===== src/rtl/core_mem_pkg.sv =====
// Shared types for the core memory arbiter slice.
// Bus widths, requester select encoding and request payload bundle.
package core_mem_pkg;

    localparam int CORE_MEM_ADDR_W = 64;
    localparam int CORE_MEM_DATA_W = 64;

    typedef enum logic {
        ARB_IMEM = 1'b0,
        ARB_DMEM = 1'b1
    } arb_sel_t;

    typedef struct packed {
        logic [CORE_MEM_ADDR_W-1:0]   addr;
        logic                         wen;
        logic [CORE_MEM_DATA_W/8-1:0] strb;
        logic [CORE_MEM_DATA_W-1:0]   wdata;
    } mem_bus_t;

endpackage


===== src/rtl/core_mem_arbiter.sv =====
// Fetch / load-store arbiter onto the single core memory port.
// Define CORE_MEM_ARB_FAIRNESS_EN to bound fetch starvation.
module core_mem_arbiter
    import core_mem_pkg::*;
#(
    parameter int ADDR_W       = CORE_MEM_ADDR_W,
    parameter int DATA_W       = CORE_MEM_DATA_W,
    parameter int STARVE_LIMIT = 4
) (
    input  logic                g_clk,
    input  logic                g_resetn,

    input  logic                imem_req,
    input  logic                imem_wen,
    input  logic [ADDR_W-1:0]   imem_addr,
    input  logic [DATA_W/8-1:0] imem_strb,
    input  logic [DATA_W-1:0]   imem_wdata,
    output logic                imem_gnt,
    output logic                imem_err,
    output logic [DATA_W-1:0]   imem_rdata,

    input  logic                dmem_req,
    input  logic                dmem_wen,
    input  logic [ADDR_W-1:0]   dmem_addr,
    input  logic [DATA_W/8-1:0] dmem_strb,
    input  logic [DATA_W-1:0]   dmem_wdata,
    output logic                dmem_gnt,
    output logic                dmem_err,
    output logic [DATA_W-1:0]   dmem_rdata,

    output logic                mem_req,
    output logic                mem_wen,
    output logic [ADDR_W-1:0]   mem_addr,
    output logic [DATA_W/8-1:0] mem_strb,
    output logic [DATA_W-1:0]   mem_wdata,
    input  logic                mem_gnt,
    input  logic                mem_err,
    input  logic [DATA_W-1:0]   mem_rdata
);

    logic     lock_v;
    arb_sel_t lock_sel;
    logic     rsp_v;
    arb_sel_t rsp_sel;

    logic     lock_v_nxt;
    arb_sel_t lock_sel_nxt;
    logic     rsp_v_nxt;
    arb_sel_t rsp_sel_nxt;

    arb_sel_t sel;
    logic     starve_hit;
    logic     grant;

`ifdef CORE_MEM_ARB_FAIRNESS_EN
    logic [3:0] starve_cnt;
    logic [3:0] starve_cnt_nxt;

    assign starve_hit = imem_req
                     && (starve_cnt >= 4'(STARVE_LIMIT));

    always_comb begin
        starve_cnt_nxt = starve_cnt;
        if (!imem_req || (grant && sel == ARB_IMEM))
            starve_cnt_nxt = 4'd0;
        else if (grant && sel == ARB_DMEM
                 && starve_cnt != 4'hf)
            starve_cnt_nxt = starve_cnt + 4'd1;
    end

    always_ff @(posedge g_clk) begin
        if (!g_resetn)
            starve_cnt <= 4'd0;
        else
            starve_cnt <= starve_cnt_nxt;
    end
`else
    logic fair_unused;
    assign fair_unused = (STARVE_LIMIT > 0);
    assign starve_hit  = 1'b0;
`endif

    // A locked owner keeps the port until it is granted.
    always_comb begin
        sel = ARB_IMEM;
        if (lock_v)
            sel = lock_sel;
        else if (starve_hit)
            sel = ARB_IMEM;
        else if (dmem_req)
            sel = ARB_DMEM;
    end

    assign grant = mem_req && mem_gnt;

    always_ff @(posedge g_clk) begin
        if (!g_resetn) begin
            lock_v   <= 1'b0;
            lock_sel <= ARB_IMEM;
            rsp_v    <= 1'b0;
            rsp_sel  <= ARB_IMEM;
        end else begin
            lock_v   <= lock_v_nxt;
            lock_sel <= lock_sel_nxt;
            rsp_v    <= rsp_v_nxt;
            rsp_sel  <= rsp_sel_nxt;
        end
    end

    // Dropping req while locked simply releases the lock.
    always_comb begin
        lock_v_nxt   = mem_req && !mem_gnt;
        lock_sel_nxt = sel;
        rsp_v_nxt    = grant;
        rsp_sel_nxt  = sel;
    end

    always_comb begin
        mem_req   = 1'b0;
        mem_wen   = imem_wen;
        mem_addr  = imem_addr;
        mem_strb  = imem_strb;
        mem_wdata = imem_wdata;
        imem_gnt  = 1'b0;
        dmem_gnt  = 1'b0;
        unique case (sel)
            ARB_IMEM: begin
                mem_req  = imem_req;
                imem_gnt = mem_gnt;
            end
            ARB_DMEM: begin
                mem_req   = dmem_req;
                mem_wen   = dmem_wen;
                mem_addr  = dmem_addr;
                mem_strb  = dmem_strb;
                mem_wdata = dmem_wdata;
                dmem_gnt  = mem_gnt;
            end
            default: ;
        endcase
        if (!g_resetn) begin
            mem_req  = 1'b0;
            imem_gnt = 1'b0;
            dmem_gnt = 1'b0;
        end
    end

    assign imem_rdata = mem_rdata;
    assign dmem_rdata = mem_rdata;

    assign imem_err = g_resetn && mem_err && rsp_v
                   && rsp_sel == ARB_IMEM;
    assign dmem_err = g_resetn && mem_err && rsp_v
                   && rsp_sel == ARB_DMEM;

endmodule

===== config.mk =====
export PLATFORM = sky130hd
export DESIGN_NAME = core_mem_arbiter
export DESIGN_NICKNAME = d
export VERILOG_FILES = /design/src/rtl/core_mem_pkg.sv /design/src/rtl/core_mem_arbiter.sv
export SDC_FILE = /design/constraint.sdc
export NUM_CORES = 1
export LEC_CHECK = 0
export CORE_AREA = 2 2 242 244
export DETAILED_ROUTE_END_ITERATION = 12
export DIE_AREA = 0 0 244 246
export PLACE_DENSITY_LB_ADDON = 0.12
export SETUP_SLACK_MARGIN = 0.3
export SYNTH_ARGS = -nofsm -noshare
export SYNTH_HDL_FRONTEND = slang
export SYNTH_SLANG_ARGS = --single-unit

===== constraint.sdc =====
create_clock -name g_clk -period 1.35 [get_ports g_clk]
set_input_delay 0.135 -clock g_clk [delete_from_list [all_inputs] [get_ports g_clk]]
set_output_delay 0.135 -clock g_clk [all_outputs]
set_load 0.02 [all_outputs]

### Word-level counts from Yosys, hierarchy flattened

Cells that the tools add are included.

* output and inout bits: 270
* register bits: 3
* logic and storage cells: 24

* reduce and logical (&&, ||, !) cells: 7
* muxes and demuxes: 12
* bitwise gates (word level): 2

Operator list (count)
* 2-to-1 mux 64 bit: 2
* 2-to-1 mux 1 bit: 8
* 2-to-1 mux 8 bit: 1
* logical AND 1 bit: 6
* inverter 1 bit: 2
* one-hot mux 1 bit (2 select lines): 1
* logical NOT 1 bit: 1

### Logic depth before layout (Yosys ltp)

Gate-level depths: netlist (run 1).

* word-level depth: 6
* depth in mapped cells: 4
* gate-level depth less buffers: 2

### Least setup slack after synthesis (run 1)

OpenSTA, ideal clock, no wires.

* path type: reg2out
* start: register lock_v
* end: output port mem_addr[55]
* path buffers: 2
* data required time: 1.215 ns
* setup slack: -0.239 ns
* cell stages (with the launch flop): 5
* data arrival time: 1.454 ns
* cells stage by stage: dfxtp_1 -> mux2i_1 -> buf_4 -> buf_4 -> mux2_1

* cells in the longest elaborated chain, start to end: 2

Ends and longest elaborated chain
* from (decl): RTL line core_mem_arbiter.sv:41 `logic lock_v;`
* from (signal assigned): RTL line core_mem_arbiter.sv:103 `lock_v <= lock_v_nxt;`
* 2-to-1 mux 1 bit: RTL line core_mem_arbiter.sv:86 `if (lock_v)`
* 2-to-1 mux 64 bit: RTL line core_mem_arbiter.sv:126 `unique case (sel)`
* to (decl): RTL line core_mem_arbiter.sv:33 `output logic [ADDR_W-1:0] mem_addr,`

Every way passes these cells.

### Worst setup path after layout (run 1)

* start: register lock_v
* end: output port mem_wdata[40]

* cells in the longest elaborated chain, start to end: 2

Ends and longest elaborated chain
* 2-to-1 mux 1 bit: RTL line core_mem_arbiter.sv:86
* 2-to-1 mux 64 bit: RTL line core_mem_arbiter.sv:126
* to (decl): RTL line core_mem_arbiter.sv:35 `output logic [DATA_W-1:0] mem_wdata,`

Every way passes these cells.

==> flow_summary.html, run 1 <==
<table>
<tr><th>Metric</th><th>Value</th></tr>
<tr><th colspan="2">Status</th></tr>
<tr><td>Result of the run</td><td>finished, violations left</td></tr>
<tr><td>Violations in the final reports</td><td>negative setup slack</td></tr>
<tr><th colspan="2">STA</th></tr>
<tr><td>Setup repair after global routing missed its margin</td><td>yes</td></tr>
<tr><td>Peak Freq</td><td>0.493 GHz</td></tr>
<tr><td>Headroom to the max-slew limit</td><td>82.5%</td></tr>
<tr><td>Final setup skew</td><td>0.00138 ns</td></tr>
<tr><td>Part of the cycle the worst path needs</td><td>150%</td></tr>
<tr><td>Worst Tran Pin Value</td><td>0.262 ns</td></tr>
<tr><td>Final setup margin</td><td>-0.676 ns</td></tr>
<tr><td>Final setup viols</td><td>140</td></tr>
<tr><td>Final period demand of the worst path</td><td>2.03 ns</td></tr>
<tr><td>Worst hold slack after final layout</td><td>0.270 ns</td></tr>
<tr><td>Max-slew violations</td><td>0</td></tr>
<tr><td>Final hold violation count</td><td>0</td></tr>
<tr><th colspan="2">Drt</th></tr>
<tr><td>Iteration-0 DRC count of the detailed router</td><td>41</td></tr>
<tr><td>Detailed-route vias per instance</td><td>2.55</td></tr>
<tr><td>Final ANT Viol Nets</td><td>0</td></tr>
<tr><td>Total routed wirelength</td><td>22400 um</td></tr>
<tr><td>Routed wire length per instance</td><td>15.6 um</td></tr>
<tr><td>Pre-antenna DRT Iters</td><td>4</td></tr>
<tr><td>Vias</td><td>3651</td></tr>
<tr><td>Residual DRC count</td><td>0</td></tr>
<tr><th colspan="2">Layout</th></tr>
<tr><td>Number of nets in the layout</td><td>1012</td></tr>
<tr><td>Proportion of layout cells with a drive suffix above 1</td><td>57.6%</td></tr>
<tr><td>Final design area excluding fillers</td><td>8730 sq um</td></tr>
<tr><td>Synthesis-to-layout area growth</td><td>212%</td></tr>
<tr><td>Count of inserted antenna diode cells</td><td>0</td></tr>
<tr><td>Final standard cell utilization of the core</td><td>15.2%</td></tr>
<tr><th colspan="2">Synth</th></tr>
<tr><td>Distinct cells, synth</td><td>16</td></tr>
<tr><td>Per-instance average area after synthesis</td><td>9.34 sq um</td></tr>
<tr><td>Number of nets produced by synthesis</td><td>643</td></tr>
<tr><td>Sequential element share of the synthesized area</td><td>2.15%</td></tr>
<tr><td>Synthesis-stage register bit count</td><td>3</td></tr>
<tr><td>Post-synthesis cell count</td><td>299</td></tr>
<tr><td>Summed instance area of the synthesized netlist</td><td>2790 sq um</td></tr>
<tr><td>Ys Warns</td><td>0</td></tr>
<tr><th colspan="2">Clock tree</th></tr>
<tr><td>Maximum clock path buffer count</td><td>2</td></tr>
<tr><td>H-tree level count</td><td>1</td></tr>
<tr><td>Post-CTS clock slew at the launch and capture registers of the worst setup and hold paths</td><td>0.03 ns</td></tr>
<tr><td>Number of clock buffers inserted by TritonCTS</td><td>3</td></tr>
<tr><td>Num Clock Sinks</td><td>3</td></tr>
<tr><td>Root buffer selected by CTS</td><td>sky130_fd_sc_hd__clkbuf_16</td></tr>
<tr><td>Clock insertion delay at the later pin of the skew report</td><td>0.22 ns</td></tr>
<tr><td>CTS hold repair buffers</td><td>0</td></tr>
<tr><td>Clock tree from TritonCTS</td><td>done</td></tr>
<tr><th colspan="2">Pwr</th></tr>
<tr><td>Total design power</td><td>4.36 mW</td></tr>
<tr><td>Total leakage power</td><td>3.67 nW</td></tr>
<tr><td>VDD IR max</td><td>0.000290 V</td></tr>
<tr><td>Power Dens Cells</td><td>500 nW/um^2</td></tr>
<tr><th colspan="2">Die</th></tr>
<tr><td>Placeable core area</td><td>57400 sq um</td></tr>
<tr><td>Total I/O pin count</td><td>614</td></tr>
<tr><td>Die height</td><td>246 um</td></tr>
<tr><td>Effective utilization at floorplan</td><td>4.87%</td></tr>
<tr><td>Die Footprint</td><td>60000 sq um</td></tr>
<tr><td>Die outline width</td><td>244 um</td></tr>
<tr><td>Number of rows in the core area</td><td>88</td></tr>
<tr><th colspan="2">Place</th></tr>
<tr><td>Port buffer count</td><td>421</td></tr>
<tr><td>HPWL reported at the end of detailed placement</td><td>18700 um</td></tr>
<tr><td>Cell Area, Placed</td><td>7260 sq um</td></tr>
<tr><td>Final weighted congestion in routability-driven placement</td><td>0.675</td></tr>
<tr><td>Worst slack at placement</td><td>-1.05 ns</td></tr>
<tr><th colspan="2">Setup path</th></tr>
<tr><td>Kind of end point of the critical path</td><td>output pin</td></tr>
<tr><td>Critical Path Source Type</td><td>flip-flop</td></tr>
<tr><td>Worst setup path category</td><td>reg2out</td></tr>
<tr><td>CP arrival</td><td>1.89 ns</td></tr>
<tr><td>Crit path max fanout</td><td>7</td></tr>
<tr><td>Endpoint required time on the critical path</td><td>1.22 ns</td></tr>
<tr><th colspan="2">Global route</th></tr>
<tr><td>GRT Residual Overflow</td><td>0</td></tr>
<tr><td>Maximum number of pins on one net before global-route repair</td><td>15</td></tr>
<tr><td>Via count of the first global-routing pass</td><td>3902</td></tr>
<tr><td>Number of antenna violations at the first check in global routing</td><td>1</td></tr>
<tr><td>Wire length of the first global-routing pass</td><td>28600 um</td></tr>
<tr><td>Global router's overall resource usage</td><td>6.64%</td></tr>
<tr><th colspan="2">Worst hold path</th></tr>
<tr><td>Hold Path Class</td><td>in2out</td></tr>
<tr><th colspan="2">Job</th></tr>
<tr><td>Count of max-cap constraint violations</td><td>0</td></tr>
</table>
per-stage QoR:
step,setup TNS [ns],instances
5_1_grt,-90.55,1432
3_3_place_gp,-135.16,1375
6_report,-82.76,1432
3_5_place_dp,-135.55,1375
4_1_cts,-85.40,1408
2_1_floorplan,-13.02,299
layer usage:
metal | track usage [%] | up-vias | wire, um
li1 | - | 1645 | -
met1 | 6.31 | 1631 | 7390
met2 | 13.0 | 345 | 11700
met3 | 2.97 | 30 | 2780
met4 | 1.47 | 0 | 465
met5 | 0 | - | 0
worst max-delay path, cell delays in order, from the launching register on:
cell and delay, ns:
sky130_fd_sc_hd__dfxtp_2 0.35, sky130_fd_sc_hd__mux2i_4 0.25, sky130_fd_sc_hd__buf_12 0.16, sky130_fd_sc_hd__buf_16 0.15, sky130_fd_sc_hd__buf_12 0.14, sky130_fd_sc_hd__buf_12 0.14
sky130_fd_sc_hd__mux2_4 0.31, sky130_fd_sc_hd__buf_6 0.13
cell families (layout without fill, tap and decap cells):
family,after synthesis,in the layout,synth area share (%)
buffers and inverters,146,514,39.7
multiplexers,138,138,55.6
AO/OA/AOI/OAI,4,4,1.21
flip-flops,3,3,2.15
AND/OR/NAND/NOR,8,8,1.34
timing repair:
action                     in CTS  in global routing
pin swaps                       5                  3
buffers inserted               25                 23
resized for setup             723                240
cloned                          4                  1
setup endpoints to repair     144                145
cell usage in the layout, fill, tap and decap left out:
cell type and instances:
sky130_fd_sc_hd__and3_4 1, sky130_fd_sc_hd__a2111oi_4 1, sky130_fd_sc_hd__nand2_1 1, sky130_fd_sc_hd__inv_4 1
sky130_fd_sc_hd__mux2_2 31, sky130_fd_sc_hd__dfxtp_4 1, sky130_fd_sc_hd__clkdlybuf4s50_1 275, sky130_fd_sc_hd__buf_8 17
sky130_fd_sc_hd__nor2_4 3, sky130_fd_sc_hd__inv_1 2, sky130_fd_sc_hd__dlygate4sd2_1 4, sky130_fd_sc_hd__mux2i_4 1
sky130_fd_sc_hd__mux2_4 106, sky130_fd_sc_hd__clkbuf_16 4, sky130_fd_sc_hd__nand3_2 1, sky130_fd_sc_hd__buf_16 6
sky130_fd_sc_hd__nor3b_4 1, sky130_fd_sc_hd__a211oi_4 1, sky130_fd_sc_hd__dfxtp_2 2, sky130_fd_sc_hd__clkbuf_1 1
sky130_fd_sc_hd__buf_4 29, sky130_fd_sc_hd__buf_6 147, sky130_fd_sc_hd__a21bo_4 1, sky130_fd_sc_hd__a211oi_2 1
sky130_fd_sc_hd__buf_2 12, sky130_fd_sc_hd__nor2_2 1, sky130_fd_sc_hd__buf_12 16
layout make-up:
class	instances	area, sq um
clock buffers	4	78.8
fillers	6475	48600
inverters	3	13.8
multi-input cells	150	2120
flip-flops and latches	3	66.3
well taps	765	957
repair buffers	507	5490
power by group:
part,switching [mW],leakage [nW],internal (mW)
Sequential,0.00507,0.0261,0.0950
Combinational,1.39,3.60,2.41
Clock,0.0742,0.0382,0.389
path summary, 6_finish.rpt:
check / startpoint / to / slack, ns / cells past startpoint
hold reg to reg: lock_v / lock_v / 0.80 / 4
setup reg to reg: rsp_sel / lock_v / 0.17 / 4
hold / removal: mem_rdata[0] / dmem_rdata[0] / 0.27 / 0
setup / recovery: lock_v / mem_wdata[40] / -0.68 / 7
sequential cells by signal (all words and copies together) (netlist names):
| name | flops |
|---|---|
| rsp_v | 1 |
| lock_v | 1 |
| rsp_sel | 1 |
Yosys cell counts (all sizes together):
master / n / area share (%)
nand3: 1 / 0.18
mux2i: 1 / 0.36
buf: 143 / 39
and3: 1 / 0.22
mux2: 137 / 55
nor3b: 1 / 0.27
dfxtp: 3 / 2.2
a21bo: 1 / 0.36
nor2: 4 / 0.54
a2111oi: 1 / 0.31
a211oi: 2 / 0.54
nand2: 1 / 0.13
inv: 3 / 0.40
No activity file was read; power rests on OpenSTA's default activity.
==> inputs of run 2 (changes only) <==
==> constraint.sdc (replaced) <==
create_clock -name g_clk -period 2.25 [get_ports g_clk]
set_input_delay 0.225 -clock g_clk [delete_from_list [all_inputs] [get_ports g_clk]]
set_output_delay 0.225 -clock g_clk [all_outputs]
set_load 0.02 [all_outputs]
==> flow_summary.html, run 2 (same netlist as run 1, synthesis figures left out) <==
<table>
<tr><th>Metric</th><th>Value</th></tr>
<tr><th colspan="2">Place</th></tr>
<tr><td>Port buffer count</td><td>421</td></tr>
<tr><td>HPWL reported at the end of detailed placement</td><td>17100 um</td></tr>
<tr><td>Worst slack at placement</td><td>-0.289 ns</td></tr>
<tr><td>Final weighted congestion in routability-driven placement</td><td>0.688</td></tr>
<tr><td>Cell Area, Placed</td><td>7160 sq um</td></tr>
<tr><td>Cell count after placement</td><td>1366</td></tr>
<tr><th colspan="2">Pwr</th></tr>
<tr><td>Total design power</td><td>2.00 mW</td></tr>
<tr><td>Switching power share of the total</td><td>36.9%</td></tr>
<tr><td>Fraction of power consumed by the clock network</td><td>14.2%</td></tr>
<tr><td>Internal Dissipation</td><td>1.26 mW</td></tr>
<tr><td>VDD IR max</td><td>0.000196 V</td></tr>
<tr><td>Total leakage power</td><td>2.78 nW</td></tr>
<tr><td>Net switching power figure</td><td>0.739 mW</td></tr>
<tr><td>Portion of total power attributed to sequential cells</td><td>3.0%</td></tr>
<tr><td>Comb power frac</td><td>82.8%</td></tr>
<tr><td>Power Dens Cells</td><td>279 nW/um^2</td></tr>
<tr><th colspan="2">Global route</th></tr>
<tr><td>Via count of the first global-routing pass</td><td>3696</td></tr>
<tr><td>GRT Residual Overflow</td><td>0</td></tr>
<tr><td>Global router's overall resource usage</td><td>5.85%</td></tr>
<tr><td>Wire length of the first global-routing pass</td><td>25800 um</td></tr>
<tr><td>Number of antenna violations at the first check in global routing</td><td>1</td></tr>
<tr><td>Maximum number of pins on one net before global-route repair</td><td>17</td></tr>
<tr><th colspan="2">Die</th></tr>
<tr><td>Total I/O pin count</td><td>614</td></tr>
<tr><td>Placeable core area</td><td>57400 sq um</td></tr>
<tr><td>Die height</td><td>246 um</td></tr>
<tr><td>Number of rows in the core area</td><td>88</td></tr>
<tr><td>Die outline width</td><td>244 um</td></tr>
<tr><td>Die Footprint</td><td>60000 sq um</td></tr>
<tr><td>Effective utilization at floorplan</td><td>4.87%</td></tr>
<tr><th colspan="2">Drt</th></tr>
<tr><td>Residual DRC count</td><td>0</td></tr>
<tr><td>Vias</td><td>3434</td></tr>
<tr><td>Met3 wire len</td><td>3020 um</td></tr>
<tr><td>Final ANT Viol Nets</td><td>0</td></tr>
<tr><td>Routed wire length per instance</td><td>14.0 um</td></tr>
<tr><td>Pre-antenna DRT Iters</td><td>4</td></tr>
<tr><td>Iteration-0 DRC count of the detailed router</td><td>48</td></tr>
<tr><td>Detailed-route vias per instance</td><td>2.45</td></tr>
<tr><td>Met2 wire len</td><td>9720 um</td></tr>
<tr><td>Total routed wirelength</td><td>19500 um</td></tr>
<tr><td>Uppermost metal layer occupied by signal nets</td><td>met5</td></tr>
<tr><td>Detailed-route wire length on metal 1</td><td>6710 um</td></tr>
<tr><th colspan="2">STA</th></tr>
<tr><td>Setup repair after global routing missed its margin</td><td>yes</td></tr>
<tr><td>Total Negative Setup Slacks</td><td>0 ns</td></tr>
<tr><td>Worst Tran Pin Value</td><td>0.327 ns</td></tr>
<tr><td>Final setup viols</td><td>0</td></tr>
<tr><td>Worst hold slack after final layout</td><td>0.450 ns</td></tr>
<tr><td>Headroom to the max-slew limit</td><td>77.7%</td></tr>
<tr><td>Final setup margin</td><td>0.115 ns</td></tr>
<tr><td>Max-slew violations</td><td>0</td></tr>
<tr><td>Part of the cycle the worst path needs</td><td>94.9%</td></tr>
<tr><td>Final period demand of the worst path</td><td>2.14 ns</td></tr>
<tr><td>Final setup skew</td><td>0.000955 ns</td></tr>
<tr><td>Final hold violation count</td><td>0</td></tr>
<tr><td>Peak Freq</td><td>0.468 GHz</td></tr>
<tr><th colspan="2">Layout</th></tr>
<tr><td>Synthesis-to-layout area growth</td><td>157%</td></tr>
<tr><td>Final standard cell utilization of the core</td><td>12.5%</td></tr>
<tr><td>Leading registers by flop count</td><td>lock_v x1, rsp_sel x1, rsp_v x1</td></tr>
<tr><td>Final design area excluding fillers</td><td>7170 sq um</td></tr>
<tr><td>Commonest cells after routing, fill and taps aside</td><td>sky130_fd_sc_hd__clkdlybuf4s50_1, sky130_fd_sc_hd__mux2_1, sky130_fd_sc_hd__buf_2, sky130_fd_sc_hd__clkbuf_2, sky130_fd_sc_hd__mux2_2</td></tr>
<tr><td>Multi-input combinational cell area</td><td>1680 sq um</td></tr>
<tr><td>Seq. cell area</td><td>63.8 sq um</td></tr>
<tr><td>Most frequent standard cell in the layout excluding fill and tap cells</td><td>sky130_fd_sc_hd__clkdlybuf4s50_1</td></tr>
<tr><td>Number of nets in the layout</td><td>979</td></tr>
<tr><td>Post-Layout Cell Count</td><td>1399</td></tr>
<tr><td>Proportion of layout cells with a drive suffix above 1</td><td>38.5%</td></tr>
<tr><td>Count of inserted antenna diode cells</td><td>0</td></tr>
<tr><td>Layout fillers</td><td>6606</td></tr>
<tr><th colspan="2">Clock tree</th></tr>
<tr><td>Number of clock buffers inserted by TritonCTS</td><td>3</td></tr>
<tr><td>CTS hold repair buffers</td><td>0</td></tr>
<tr><td>H-tree level count</td><td>1</td></tr>
<tr><td>Post-CTS clock slew at the launch and capture registers of the worst setup and hold paths</td><td>0.03 ns</td></tr>
<tr><td>Root buffer selected by CTS</td><td>sky130_fd_sc_hd__clkbuf_16</td></tr>
<tr><td>Clock insertion delay at the later pin of the skew report</td><td>0.23 ns</td></tr>
<tr><td>Maximum clock path buffer count</td><td>2</td></tr>
<tr><td>Clock tree from TritonCTS</td><td>done</td></tr>
<tr><td>Num Clock Sinks</td><td>3</td></tr>
<tr><th colspan="2">Setup path</th></tr>
<tr><td>Crit path max fanout</td><td>9</td></tr>
<tr><td>CP arrival</td><td>1.91 ns</td></tr>
<tr><td>Kind of end point of the critical path</td><td>output pin</td></tr>
<tr><td>Critical Path Source Type</td><td>flip-flop</td></tr>
<tr><td>Endpoint required time on the critical path</td><td>2.03 ns</td></tr>
<tr><td>Worst setup path category</td><td>reg2out</td></tr>
<tr><th colspan="2">Worst hold path</th></tr>
<tr><td>Hold Path Class</td><td>in2out</td></tr>
<tr><th colspan="2">Job</th></tr>
<tr><td>Count of max-cap constraint violations</td><td>0</td></tr>
<tr><th colspan="2">Status</th></tr>
<tr><td>Result of the run</td><td>complete, no violations</td></tr>
</table>
## run 2: cell count changes in the layout (fill, tap and decap cells not counted), moves of 8 or more
cell	change
sky130_fd_sc_hd__mux2_2	+8
sky130_fd_sc_hd__mux2_1	+87
sky130_fd_sc_hd__mux2_4	-95
sky130_fd_sc_hd__clkbuf_2	+45
sky130_fd_sc_hd__buf_2	+38
sky130_fd_sc_hd__clkdlybuf4s15_2	+24
sky130_fd_sc_hd__buf_8	-15
sky130_fd_sc_hd__buf_6	-128
## run 2: critical path, stage by stage, from the launching register on
cell	delay, ns
sky130_fd_sc_hd__dfxtp_4	0.35
sky130_fd_sc_hd__mux2i_4	0.24
sky130_fd_sc_hd__buf_12	0.14
sky130_fd_sc_hd__buf_12	0.16
sky130_fd_sc_hd__clkbuf_16	0.18
sky130_fd_sc_hd__mux2_1	0.32
sky130_fd_sc_hd__clkdlybuf4s15_2	0.26
## run 2: path summary, 6_finish.rpt
| check | cells after the start | end | slack (ns) | start |
|---|---|---|---|---|
| max | 6 | mem_addr[56] | 0.11 | lock_v |
| min | 0 | dmem_rdata[0] | 0.45 | mem_rdata[0] |
| max reg2reg | 6 | rsp_sel | 1.02 | lock_v |
| min reg2reg | 3 | rsp_v | 0.72 | lock_v |
## run 2: what timing repair did
item	4_1_cts	5_1_grt
resized for setup	392	158
gates cloned	1	1
setup endpoints to repair	141	142
buffers inserted	12	15
## run 2: layout make-up
| cell class | instances | area share (%) |
|---|---|---|
| flip-flops and latches | 3 | 0.890 |
| clock buffers | 4 | 1.10 |
| multi-input cells | 150 | 23.4 |
| repair buffers | 474 | 61.1 |
| well taps | 765 | 13.3 |
| inverters | 3 | 0.157 |
## run 2: power by group through the flow
| stage | Clock (mW) | Combinational [mW] | Sequential [mW] |
|---|---|---|---|
| after floorplan | 0 | 0.977 | 0.0595 |
| after global placement | 0 | 1.75 | 0.0605 |
| after detailed placement | 0 | 1.73 | 0.0604 |
| after CTS | 0.291 | 1.66 | 0.0600 |
| after global routing | 0.296 | 1.76 | 0.0599 |
| final | 0.285 | 1.66 | 0.0592 |
## run 2: metal layers
layer  up-vias  GRT usage [%]
met5         -              0
met4         2          0.359
met3         9           3.62
met2       351           10.9
met1      1502           5.71
li1       1570              -
